===== src/rtl/j1_io_pkg.sv =====
// Shared register offsets, status bit positions and FSM state types for the j1 I/O UART.
package j1_io_pkg;

  localparam int DATA_OFS   = 0;
  localparam int STATUS_OFS = 1;

  localparam int ST_TX_FULL  = 0;
  localparam int ST_TX_IDLE  = 1;
  localparam int ST_RX_VALID = 2;
  localparam int ST_RX_OVR   = 3;
  localparam int ST_RX_FERR  = 4;
  localparam int ST_TX_DROP  = 5;
  localparam int ST_LOOPBACK = 15;

  typedef enum logic [1:0] {TX_IDLE, TX_START, TX_DATA, TX_STOP} tx_state_t;
  typedef enum logic [1:0] {RX_IDLE, RX_START, RX_DATA, RX_STOP} rx_state_t;

endpackage


===== src/rtl/j1_io_fifo.sv =====
// Synchronous FIFO with full/empty flags; a push while full is accepted when a pop
// happens on the same edge.
module j1_io_fifo #(
  parameter int WIDTH = 8,
  parameter int DEPTH = 16
) (
  input  logic             clk,
  input  logic             srst,
  input  logic             push,
  input  logic [WIDTH-1:0] wdata,
  input  logic             pop,
  output logic [WIDTH-1:0] rdata,
  output logic             full,
  output logic             empty
);

  localparam int AW = $clog2(DEPTH);

  logic [WIDTH-1:0] mem [DEPTH];
  logic [AW:0]      wr_ptr_reg;
  logic [AW:0]      rd_ptr_reg;
  logic             do_push;
  logic             do_pop;

  // Extra pointer MSB distinguishes full from empty when the index bits match.
  assign empty   = (wr_ptr_reg == rd_ptr_reg);
  assign full    = (wr_ptr_reg[AW] != rd_ptr_reg[AW]) &&
                   (wr_ptr_reg[AW-1:0] == rd_ptr_reg[AW-1:0]);
  assign do_pop  = pop && !empty;
  assign do_push = push && (!full || do_pop);
  assign rdata   = mem[rd_ptr_reg[AW-1:0]];

  always_ff @(posedge clk) begin
    if (do_push) mem[wr_ptr_reg[AW-1:0]] <= wdata;
  end

  always_ff @(posedge clk) begin
    if (srst) begin
      wr_ptr_reg <= '0;
      rd_ptr_reg <= '0;
    end else begin
      if (do_push) wr_ptr_reg <= wr_ptr_reg + (AW+1)'(1);
      if (do_pop)  rd_ptr_reg <= rd_ptr_reg + (AW+1)'(1);
    end
  end

endmodule


===== src/rtl/j1_io_uart.sv =====
// Memory-mapped 8N1 UART responder for the j1 I/O bus (DATA at BASE_ADDR, STATUS at +1).
// Optional internal loopback when J1_IO_UART_LOOPBACK_EN is defined.
import j1_io_pkg::*;

module j1_io_uart #(
  parameter logic [15:0] BASE_ADDR = 16'h2000,
  parameter int          CLK_DIV   = 434,
  parameter int          TX_DEPTH  = 16
) (
  input  logic        sys_clk_i,
  input  logic        sys_rst_i,
  input  logic        io_rd,
  input  logic        io_wr,
  input  logic [15:0] io_addr,
  input  logic [15:0] io_wdata,
  output logic [15:0] io_rdata,
  output logic        uart_tx,
  input  logic        uart_rx
);

  localparam logic [15:0] DATA_ADDR = BASE_ADDR + 16'(DATA_OFS);
  localparam logic [15:0] STAT_ADDR = BASE_ADDR + 16'(STATUS_OFS);
  localparam int          CW        = $clog2(CLK_DIV);
  localparam logic [CW-1:0] BIT_END  = CW'(CLK_DIV - 1);
  localparam logic [CW-1:0] HALF_END = CW'(CLK_DIV / 2 - 1);

  logic sel_data, sel_stat, wr_data, rd_data, rd_stat;
  assign sel_data = (io_addr == DATA_ADDR);
  assign sel_stat = (io_addr == STAT_ADDR);
  assign wr_data  = io_wr && sel_data;
  assign rd_data  = io_rd && sel_data;
  assign rd_stat  = io_rd && sel_stat;

  logic       fifo_pop, fifo_full, fifo_empty;
  logic [7:0] fifo_rdata;

  j1_io_fifo #(.WIDTH(8), .DEPTH(TX_DEPTH)) u_tx_fifo (
    .clk   (sys_clk_i),
    .srst  (sys_rst_i),
    .push  (wr_data),
    .wdata (io_wdata[7:0]),
    .pop   (fifo_pop),
    .rdata (fifo_rdata),
    .full  (fifo_full),
    .empty (fifo_empty)
  );

  tx_state_t     tx_state_reg, tx_state_next;
  logic [CW-1:0] tx_cnt_reg, tx_cnt_next;
  logic [2:0]    tx_bit_reg, tx_bit_next;
  logic [7:0]    tx_shift_reg, tx_shift_next;
  logic          tx_line_reg, tx_line_next;

  always_comb begin
    tx_state_next = tx_state_reg;
    tx_cnt_next   = tx_cnt_reg + CW'(1);
    tx_bit_next   = tx_bit_reg;
    tx_shift_next = tx_shift_reg;
    tx_line_next  = tx_line_reg;
    fifo_pop      = 1'b0;
    case (tx_state_reg)
      TX_IDLE: begin
        tx_cnt_next = '0;
        if (!fifo_empty) begin
          fifo_pop      = 1'b1;
          tx_shift_next = fifo_rdata;
          tx_line_next  = 1'b0;
          tx_state_next = TX_START;
        end
      end
      TX_START: if (tx_cnt_reg == BIT_END) begin
        tx_cnt_next   = '0;
        tx_bit_next   = '0;
        tx_line_next  = tx_shift_reg[0];
        tx_state_next = TX_DATA;
      end
      TX_DATA: if (tx_cnt_reg == BIT_END) begin
        tx_cnt_next   = '0;
        tx_shift_next = tx_shift_reg >> 1;
        if (tx_bit_reg == 3'd7) begin
          tx_line_next  = 1'b1;
          tx_state_next = TX_STOP;
        end else begin
          tx_bit_next  = tx_bit_reg + 3'd1;
          tx_line_next = tx_shift_reg[1];
        end
      end
      TX_STOP: if (tx_cnt_reg == BIT_END) begin
        tx_cnt_next = '0;
        // Chain straight into the next start bit so queued bytes leave with no idle gap.
        if (!fifo_empty) begin
          fifo_pop      = 1'b1;
          tx_shift_next = fifo_rdata;
          tx_line_next  = 1'b0;
          tx_state_next = TX_START;
        end else begin
          tx_line_next  = 1'b1;
          tx_state_next = TX_IDLE;
        end
      end
      default: tx_state_next = TX_IDLE;
    endcase
  end

  always_ff @(posedge sys_clk_i) begin
    if (sys_rst_i) begin
      tx_state_reg <= TX_IDLE;
      tx_cnt_reg   <= '0;
      tx_bit_reg   <= '0;
      tx_shift_reg <= '0;
      tx_line_reg  <= 1'b1;
    end else begin
      tx_state_reg <= tx_state_next;
      tx_cnt_reg   <= tx_cnt_next;
      tx_bit_reg   <= tx_bit_next;
      tx_shift_reg <= tx_shift_next;
      tx_line_reg  <= tx_line_next;
    end
  end

  assign uart_tx = tx_line_reg;

  logic rx_src;
`ifdef J1_IO_UART_LOOPBACK_EN
  logic loopback_reg;
  logic unused_wdata;
  assign unused_wdata = ^io_wdata[14:8];
  assign rx_src = loopback_reg ? tx_line_reg : uart_rx;

  always_ff @(posedge sys_clk_i) begin
    if (sys_rst_i)             loopback_reg <= 1'b0;
    else if (io_wr && sel_stat) loopback_reg <= io_wdata[15];
  end
`else
  logic unused_wdata;
  assign unused_wdata = ^io_wdata[15:8];
  assign rx_src = uart_rx;
`endif

  logic [1:0] rx_sync_reg;
  logic       rx_s;
  assign rx_s = rx_sync_reg[1];

  always_ff @(posedge sys_clk_i) begin
    if (sys_rst_i) rx_sync_reg <= 2'b11;
    else           rx_sync_reg <= {rx_sync_reg[0], rx_src};
  end

  rx_state_t     rx_state_reg, rx_state_next;
  logic [CW-1:0] rx_cnt_reg, rx_cnt_next;
  logic [2:0]    rx_bit_reg, rx_bit_next;
  logic [7:0]    rx_shift_reg, rx_shift_next;
  logic          rx_load, rx_ferr_set;

  always_comb begin
    rx_state_next = rx_state_reg;
    rx_cnt_next   = rx_cnt_reg + CW'(1);
    rx_bit_next   = rx_bit_reg;
    rx_shift_next = rx_shift_reg;
    rx_load       = 1'b0;
    rx_ferr_set   = 1'b0;
    case (rx_state_reg)
      RX_IDLE: begin
        rx_cnt_next = '0;
        if (!rx_s) rx_state_next = RX_START;
      end
      // Half-bit wait lands subsequent samples near the centre of each bit.
      RX_START: if (rx_cnt_reg == HALF_END) begin
        rx_cnt_next   = '0;
        rx_bit_next   = '0;
        rx_state_next = rx_s ? RX_IDLE : RX_DATA;
      end
      RX_DATA: if (rx_cnt_reg == BIT_END) begin
        rx_cnt_next   = '0;
        rx_shift_next = {rx_s, rx_shift_reg[7:1]};
        if (rx_bit_reg == 3'd7) rx_state_next = RX_STOP;
        else                    rx_bit_next   = rx_bit_reg + 3'd1;
      end
      RX_STOP: if (rx_cnt_reg == BIT_END) begin
        rx_cnt_next   = '0;
        rx_state_next = RX_IDLE;
        rx_load       = rx_s;
        rx_ferr_set   = !rx_s;
      end
      default: rx_state_next = RX_IDLE;
    endcase
  end

  always_ff @(posedge sys_clk_i) begin
    if (sys_rst_i) begin
      rx_state_reg <= RX_IDLE;
      rx_cnt_reg   <= '0;
      rx_bit_reg   <= '0;
      rx_shift_reg <= '0;
    end else begin
      rx_state_reg <= rx_state_next;
      rx_cnt_reg   <= rx_cnt_next;
      rx_bit_reg   <= rx_bit_next;
      rx_shift_reg <= rx_shift_next;
    end
  end

  logic       rx_valid_reg, rx_overrun_reg, rx_ferr_reg, tx_drop_reg;
  logic [7:0] rx_byte_reg;

  // Sticky flags: a new event on the same edge as a STATUS read is kept, not lost.
  always_ff @(posedge sys_clk_i) begin
    if (sys_rst_i) begin
      rx_valid_reg   <= 1'b0;
      rx_overrun_reg <= 1'b0;
      rx_ferr_reg    <= 1'b0;
      tx_drop_reg    <= 1'b0;
      rx_byte_reg    <= '0;
    end else begin
      if (rx_load) rx_byte_reg <= rx_shift_reg;
      if (rx_load)      rx_valid_reg <= 1'b1;
      else if (rd_data) rx_valid_reg <= 1'b0;
      rx_overrun_reg <= (rx_overrun_reg && !rd_stat) || (rx_load && rx_valid_reg && !rd_data);
      rx_ferr_reg    <= (rx_ferr_reg && !rd_stat) || rx_ferr_set;
      tx_drop_reg    <= (tx_drop_reg && !rd_stat) || (wr_data && fifo_full && !fifo_pop);
    end
  end

  always_comb begin
    io_rdata = '0;
    if (sel_data) begin
      io_rdata = {7'b0, rx_valid_reg, rx_byte_reg};
    end else if (sel_stat) begin
      io_rdata[ST_TX_FULL]  = fifo_full;
      io_rdata[ST_TX_IDLE]  = fifo_empty && (tx_state_reg == TX_IDLE);
      io_rdata[ST_RX_VALID] = rx_valid_reg;
      io_rdata[ST_RX_OVR]   = rx_overrun_reg;
      io_rdata[ST_RX_FERR]  = rx_ferr_reg;
      io_rdata[ST_TX_DROP]  = tx_drop_reg;
`ifdef J1_IO_UART_LOOPBACK_EN
      io_rdata[ST_LOOPBACK] = loopback_reg;
`endif
    end
  end

endmodule


===== config.mk =====
export PLATFORM = sky130hd
export DESIGN_NAME = j1_io_uart
export DESIGN_NICKNAME = d
export VERILOG_FILES = /design/src/rtl/j1_io_pkg.sv /design/src/rtl/j1_io_fifo.sv /design/src/rtl/j1_io_uart.sv
export SDC_FILE = /design/constraint.sdc
export NUM_CORES = 1
export LEC_CHECK = 0
export BUFFER_PORTS_ARGS = -buffer_cell sky130_fd_sc_hd__buf_2
export CELL_PAD_IN_SITES_DETAIL_PLACEMENT = 0
export CELL_PAD_IN_SITES_GLOBAL_PLACEMENT = 2
export CORE_MARGIN = 2
export CORE_UTILIZATION = 40
export DETAILED_ROUTE_END_ITERATION = 8
export HOLD_SLACK_MARGIN = 0.06
export PLACE_DENSITY = 0.82
export SKIP_CTS_REPAIR_TIMING = 1
export SLEW_MARGIN = 0
export SYNTH_ARGS = -nofsm -noshare
export SYNTH_HDL_FRONTEND = slang
export SYNTH_HIERARCHICAL = 1
export SYNTH_SLANG_ARGS = --single-unit

===== constraint.sdc =====
create_clock -name sys_clk_i -period 2.9 [get_ports sys_clk_i]
set_input_delay 0.58 -clock sys_clk_i [delete_from_list [all_inputs] [get_ports sys_clk_i]]
set_output_delay 0.58 -clock sys_clk_i [all_outputs]
set_load 0.01 [all_outputs]

==> metrics.md, run 1 <==
| Metric | Value |
|---|---|
| 1st-pass router iterations | `4` |
| R2R Path Start | `tx_cnt_reg[0]` |
| Final setup fails | `0` |
| Final routed wirelength across all metal layers | `15.81 mm` |
| Kind of end point of the critical path | `output port` |
| Share of final-layout standard cells stronger than drive strength 1 | `18.06%` |
| Initial Util | `40.89%` |
| Fin crit period | `2605 ps` |
| Hold Crit Endpoint | `rx_sync_reg[0]` |
| Final HPWL DP | `10.76 mm` |
| CTS Sinks | `201` |
| Worst hold path type | `in2reg` |
| Total count of hold-check failures in the final report | `0` |
| Crit path buf inv count | `2` |
| Clock network latency to the later pin of the worst-skew pair | `520 ps` |
| Worst hold path startpoint | `uart_rx` |
| Combined area of all synthesized cells | `0.008622 sq mm` |
| Hold path cells | `2` |
| Wire length of the first global-routing pass | `25.72 mm` |
| Initial DRC Count | `240` |
| Highest net fanout along the worst path | `9` |
| Destination of the worst register-to-register timing path | `u_tx_fifo/mem[12][7]` |
| Core outline area | `0.02109 sq mm` |
| Kind of cell adding the most delay to the critical path | `flip-flops` |
| Number of enable-type register cells in the synthesized netlist | `128` |
| GRT Residual Overflow | `0` |
| Maximum number of pins on one net before global-route repair | `33` |
| Count of cell types in the netlist | `66` |
| Via/cell ratio | `5.319` |
| Floorplan die area | `0.02275 sq mm` |
| Portion of the clock cycle consumed by the worst path in the final layout | `89.84%` |
| Number of nets still failing antenna checks after routing | `0` |
| Max-cap violation count | `0` |
| Mean area per synthesized cell | `14.74 sq um` |
| Clock input transition at the sequential cells of the worst setup and hold paths | `60 ps` |
| Wirelength per Cell | `17.13 um` |
| Largest area contributor in the synthesized netlist | `edfxtp_1` |
| Post-synthesis async set-or-reset flop share | `0%` |
| Weighted congestion at the end of routability-driven global placement | `0.7647` |
| Cell with the largest stage delay on the worst path | `dfxtp_1` |
| Leading cell types by total area after synthesis | `edfxtp_1 45%, dfxtp_1 17%, mux4_1 7.3%` |
| Worst IR drop on VDD | `0.0005885 V` |
| Cell Rows | `53` |
| WP data required | `2320 ps` |
| Cells traversed along the worst timing path | `xnor2_1 -> nand4_2 -> nor2_1 -> buf_4 -> a32o_1 -> buf_2` |
| Fraction of synthesized cell area taken by the top area cell type | `44.58%` |
| Number of cell instances on the worst register-to-register path | `7` |
| Placed Cells | `883` |
| Largest incremental delay on the critical path | `490 ps` |
| Startpoint type of the worst setup path | `flop` |
| Flip-flop count of the largest register after layout | `128` |
| Vias after detailed routing | `4909` |
| Transition time at the pin with the least slew margin | `641.6 ps` |
| Maximum achievable frequency | `383.8 MHz` |
| Final Worst Setup Slack | `294.6 ps` |
| Pins Over Slew Limit | `0` |
| Horizontal extent of the die | `150.8 um` |
| Leakage power | `0.003472 uW` |
| Maximum level of the CTS H-tree | `1` |
| Count of yosys warnings during synthesis | `6` |
| DRC violation count after routing | `0` |
| Number of global-route vias before repair | `4975` |
| Sequential fraction of the synthesis area | `61.53%` |
| Setup repair after global routing missed its margin | `no` |
| Sum of negative setup slack | `0 ps` |
| Number of nets in the layout | `688` |
| Initial antenna violation count | `0` |
| Setup slack, reg-to-reg | `400 ps` |
| Flip-flop and latch count after synthesis | `201` |
| CP Data Arrival Time | `2030 ps` |
| Headroom to the max-slew limit | `56.94%` |
| Power per standard cell area | `635.8 mW/mm^2` |
| Final instance count without filler cells | `923` |
| Met2 WL | `8.033 mm` |
| Largest buffer count on any clock path | `3` |
| Kind of critical path | `reg2out` |
| Clock skew after layout | `21.42 ps` |
| Met3 wirelength from detailed routing | `630 um` |
| Top layer used by detailed routing | `met4` |
| Diode insertion count for antenna repair | `0` |
| CTS tree | `built` |
| Clk Tree Root Cell | `clkbuf_16` |
| Overall global routing resource usage | `14.39%` |
| Routed met1 length | `6.827 mm` |
| Setup Slack @ Placement | `316.3 ps` |
| Clock buffer count from CTS | `22` |
| Dominant synthesized flop cell | `edfxtp_1` |
| Instance count of the mapped netlist | `585` |
| Outcome | `finished, final reports clean` |
| Layout-stage area growth over the synthesis result | `14.76%` |
| Port bufs | `38` |
| Die Y-Extent | `150.8 um` |
| Boundary Pins | `54` |
## layer usage
layer,up-vias,track usage [%]
met5,-,0
met4,0,3.645
met3,27,2.530
met2,106,25.36
met1,2437,18.46
li1,2339,-
## synthesized netlist by cell type (all sizes together), types with 2 or more instances
cell type	number
nand4	7
xnor2	15
nand3	11
a21boi	2
nor4b	2
and3	17
nor4	3
nor3b	2
or2	4
nor3	5
o21ai	5
xor2	12
nand2b	5
a22o	5
dfxtp	73
a31oi	2
nor2	64
a21o	3
mux2i	26
and2	6
nor2b	5
nand2	15
a21oi	22
inv	9
o31ai	2
o31a	2
edfxtp	128
o211ai	3
clkbuf	13
mux4	40
nor4bb	2
and4	3
buf	23
nand4b	3
a311oi	8
ha	19
and4b	4
## cell families after synthesis
group                      count (synthesis)  synth area share (%)
and+or+nand+nor                          161                 9.926
adders and majority gates                 19                 2.757
AOI/OAI and AO/OA                         64                 5.442
xor gates and xnor gates                  27                 2.743
buffers and inverters                     45                 2.917
muxes                                     67                 14.64
DFF                                      201                 61.53
other                                      1               0.04349
## area by class of cell
cell class,instances,area [sq um]
clock buffers,24,568.0
fillers,1818,11190
inverters,9,33.78
multi-input cells,345,3093
clock inverters,16,234.0
repair buffers,53,315.3
flip-flops and latches,201,5306
well taps,275,344.1
## where the power goes
| part | switching (uW) | internal, uW |
|---|---|---|
| Clock | 1130 | 1880 |
| Sequential | 16.0 | 3060 |
| Combinational | 136 | 73.7 |
| Total | 1280 | 5010 |
## worst reg2reg max path, stage by stage (launching register included)
cell and delay, ps:
dfxtp_1 390, ha_1 190, and4b_1 340, a31oi_1 140, nor3_1 160, buf_4 200
o31a_4 260, and3_1 470
## worst max-delay path by stage
stage / startpoint / slack [ps] / endpoint / cells past startpoint
floorplan: io_addr[12] / 50 / u_tx_fifo/mem[3][0] / 7
global placement: io_addr[12] / 430 / u_tx_fifo/mem[12][3] / 6
detailed placement: io_addr[12] / 320 / u_tx_fifo/mem[12][3] / 6
CTS: u_tx_fifo/wr_ptr_reg[3] / 240 / io_rdata[1] / 6
global route: u_tx_fifo/wr_ptr_reg[1] / 140 / io_rdata[1] / 6
finish: u_tx_fifo/wr_ptr_reg[3] / 290 / io_rdata[1] / 6
## layout by cell type, fill, tap and decap left out, drive strengths merged, types with 6 or more instances in the layout
cell type and instances:
xnor2 15, mux2i 26, edfxtp 128, a311oi 8, xor2 12, nand3 11
mux4 40, and3 17, clkbuf 24, conb 7, nand4 7, and2 6
inv 11, a21oi 22, dfxtp 73, buf 53, nor2 64, nand2 15
clkinv 9, ha 19
## stage by stage
step                      util [%]  area [sq um]  power, uW  hold WS (ps)
after CTS                    46.92          9894       6373         250.7
after floorplan                  -          8650       3266         389.5
after global placement       43.12          9092       3338         408.7
after detailed placement     43.12          9092       3347         401.5
after global routing         46.92          9894       6536         248.1
final                        46.92          9894       6291         263.7
Note: power is estimated with default switching activity, not from simulation.
==> run 2: changes to the inputs <==
- CORE_UTILIZATION: 40 -> 39
- SYNTH_HIERARCHICAL: 1 -> default
==> run 2 against run 1 <==
Compared with the run above:
- via count up 9.0%
- non-clock buffer count up 18
- worst hold slack better by 1.1 ps
- clock power down 5%
- critical path depth down 2
- worst setup slack better by 88 ps
- critical endpoint unchanged
- largest cell class unchanged
==> metrics.md, run 2 <==
| Metric | Value |
|---|---|
| Post-synthesis async set-or-reset flop share | `0% (unchanged)` |
| Setup repair after global routing missed its margin | `no` |
| Wire length of the first global-routing pass | `28.01 mm (+8.9%)` |
| Worst-case hold slack | `264.8 ps (+1.145 ps)` |
| Kind of end point of the critical path | `output port` |
| Sequential fraction of the synthesis area | `61.40% (-0.13 points)` |
| Number of global-route vias before repair | `5337 (+7.3%)` |
| Number of nets in the layout | `767 (+11%)` |
| Leading cell type by number of instances after synthesis | `edfxtp_1` |
| Port bufs | `38 (unchanged)` |
| Leading cell types in the layout, fill and taps excluded | `128 x edfxtp_1, 80 x nor2_1, 72 x dfxtp_1, 46 x mux2i_1, 38 x buf_2` |
| Diode insertion count for antenna repair | `0 (unchanged)` |
| Initial Util | `39.72% (-1.2 points)` |
| Destination of the worst register-to-register timing path | `u_tx_fifo.mem[2][5]` |
| CP Data Arrival Time | `1940 ps (-90 ps)` |
| Core outline area | `0.02176 sq mm (+3.2%)` |
| GRT Residual Overflow | `0 (unchanged)` |
| Final core area utilization | `46.05% (-0.87 points)` |
| Maximum number of pins on one net before global-route repair | `40 (+21%)` |
| Number of enable-type register cells in the synthesized netlist | `128 (unchanged)` |
| Clk Tree Root Cell | `clkbuf_16` |
| Via/cell ratio | `5.312 (-0.13%)` |
| CP Launch Point | `u_tx_fifo.wr_ptr_reg[4]` |
| Outcome | `finished, final reports clean` |
| Largest area contributor in the synthesized netlist | `edfxtp_1` |
| Top post-synthesis cells by count | `128 x edfxtp_1, 80 x nor2_1, 73 x dfxtp_1` |
| Sum of negative setup slack | `0 ps (unchanged)` |
| Cell Rows | `54 (+1.9%)` |
| Die Y-Extent | `152.9 um (+1.3%)` |
| Fraction of synthesized cell area taken by the top area cell type | `44.48% (-0.097 points)` |
| Weighted congestion at the end of routability-driven global placement | `0.7876 (+3.0%)` |
| Fin crit period | `2517 ps (-88.18 ps)` |
| R2R Path Start | `tx_cnt_reg[0]` |
| CTS tree | `built` |
| Highest net fanout along the worst path | `9 (unchanged)` |
| Leading cell types by total area after synthesis | `edfxtp_1 44%, dfxtp_1 17%, mux2i_1 5.3%` |
| Horizontal extent of the die | `152.9 um (+1.3%)` |
| Vias after detailed routing | `5349 (+9.0%)` |
| Leakage power | `0.003549 uW (+2.2%)` |
| Largest incremental delay on the critical path | `680 ps (+190 ps)` |
| Startpoint type of the worst setup path | `flop` |
| Clock network latency to the later pin of the worst-skew pair | `510 ps (about the same)` |
| Clock skew after layout | `21.81 ps (+0.3983 ps)` |
| Count of cell types in the netlist | `72 (+9.1%)` |
| Largest buffer count on any clock path | `3 (unchanged)` |
| Clock buffer count from CTS | `22 (unchanged)` |
| Count of yosys warnings during synthesis | `0 (-6)` |
| Final HPWL DP | `12.09 mm (+12%)` |
| Flip-flop count of the largest register after layout | `128 (unchanged)` |
| Floorplan die area | `0.02336 sq mm (+2.7%)` |
| Initial DRC Count | `430 (+79%)` |
| Mean area per synthesized cell | `13.42 sq um (-9.0%)` |
| Setup slack, reg-to-reg | `420 ps (+20 ps)` |
| Maximum level of the CTS H-tree | `1 (unchanged)` |
| Clock input transition at the sequential cells of the worst setup and hold paths | `60 ps (about the same)` |
| Worst IR drop on VDD | `0.0003359 V (-43%)` |
| Wirelength per Cell | `17.42 um (+1.7%)` |
| WP data required | `2320 ps (about the same)` |
| Worst hold path type | `in2reg` |
| Boundary Pins | `54 (unchanged)` |
| Cells traversed along the worst timing path | `xnor2_1 -> nand4_1 -> nand2_1 -> buf_2` |
| Maximum achievable frequency | `397.3 MHz (+3.5%)` |
| Initial antenna violation count | `0 (unchanged)` |
| Instance count of the mapped netlist | `644 (+10%)` |
| Transition time at the pin with the least slew margin | `821.6 ps (+179.9 ps)` |
| CTS Sinks | `201 (unchanged)` |
| Final routed wirelength across all metal layers | `17.54 mm (+11%)` |
| Most frequent standard cell in the layout excluding fill and tap cells | `edfxtp_1` |
| Number of nets still failing antenna checks after routing | `0 (unchanged)` |
| Number of cell instances on the worst register-to-register path | `7 (unchanged)` |
| Portion of the clock cycle consumed by the worst path in the final layout | `86.80% (-3.0 points)` |
| Share of final-layout standard cells stronger than drive strength 1 | `20.63% (+2.6 points)` |
| Endpoint of the worst setup timing path | `io_rdata[1]` |
| Pins Over Slew Limit | `0 (unchanged)` |
| 1st-pass router iterations | `4 (unchanged)` |
| Number of stages on the worst setup path | `4 (-2)` |
| Overall global routing resource usage | `14.88% (+0.49 points)` |
| Kind of cell adding the most delay to the critical path | `XOR/XNOR gates` |
| Dominant synthesized flop cell | `edfxtp_1` |
| Final setup fails | `0 (unchanged)` |
| Total count of hold-check failures in the final report | `0 (unchanged)` |
| Cell with the largest stage delay on the worst path | `xnor2_1` |
| Crit path buf inv count | `1 (-1)` |
| Layout-stage area growth over the synthesis result | `15.96%` |
| Kind of critical path | `reg2out` |
| Combined area of all synthesized cells | `0.008641 sq mm (+0.22%)` |
| Flip-flop and latch count after synthesis | `201 (unchanged)` |
| Max-cap violation count | `0 (unchanged)` |
| Power per standard cell area | `623.6 mW/mm^2 (-1.9%)` |
| Headroom to the max-slew limit | `44.84% (-12 points)` |
| DRC violation count after routing | `0 (unchanged)` |
==> run 2: where the power goes <==
part	switching, uW	internal (uW)	leakage [uW]	total [uW]
Clock	1100	1760	0.000381	2860
Sequential	16.9	3060	0.00174	3080
Combinational	185	128	0.00143	313
Total	1300	4950	0.00355	6250
==> run 2: through the flow <==
| step | instances | setup slack, ps | power [uW] | area, sq um |
|---|---|---|---|---|
| floorplan | 650 | 230.7 | 3362 | 8663 |
| global placement | 967 | 297.0 | 3443 | 9253 |
| detailed placement | 967 | 244.0 | 3453 | 9253 |
| CTS | 1007 | 317.1 | 6330 | 10020 |
| global route | 1007 | 197.4 | 6473 | 10020 |
| finish | 1007 | 382.7 | 6248 | 10020 |
==> run 2: worst min-delay path by stage <==
stage                     slack, ps  cells after the start           start             end
after global routing            260                      2         uart_rx  rx_sync_reg[0]
after global placement          390                      1  rx_sync_reg[0]  rx_sync_reg[1]
after floorplan                 390                      1  rx_sync_reg[0]  rx_sync_reg[1]
final                           260                      2         uart_rx  rx_sync_reg[0]
after CTS                       250                      2         uart_rx  rx_sync_reg[0]
after detailed placement        400                      1  rx_sync_reg[0]  rx_sync_reg[1]
==> run 2: worst reg2reg max path: stages (launching register included) <==
cell,delay [ps]
dfxtp_1,430
ha_1,180
and4b_4,300
a31oi_4,130
o211ai_1,470
nand3_1,270
nor3_1,190
buf_4,220
==> run 2: per-layer routing <==
| layer | up-vias | wire length, um | global-route usage, % |
|---|---|---|---|
| met3 | 26 | 874 | 2.382 |
| met4 | 0 | 345 | 4.718 |
| met5 | - | 0 | 0 |
| met1 | 2656 | 7665 | 19.45 |
| met2 | 112 | 8651 | 25.50 |
| li1 | 2555 | - | - |
==> run 2: layout make-up <==
type / instances / area (sq um)
fill: 1925 / 11740
sequential: 201 / 5306
multi-input combinational: 401 / 3093
clock buffer: 31 / 655.6
timing repair buffer: 71 / 450.4
tap: 280 / 350.3
clock inverter: 9 / 111.4
inverter: 14 / 52.55
==> run 2: cell families after synthesis <==
family	after synthesis	share of synthesized area, %
flops	201	61.40
compound gates	89	8.022
other cells	1	0.04340
mux	68	10.80
xor+xnor	23	2.331
fa+ha+maj	19	2.751
simple gates	195	11.58
buf+inv	48	3.070
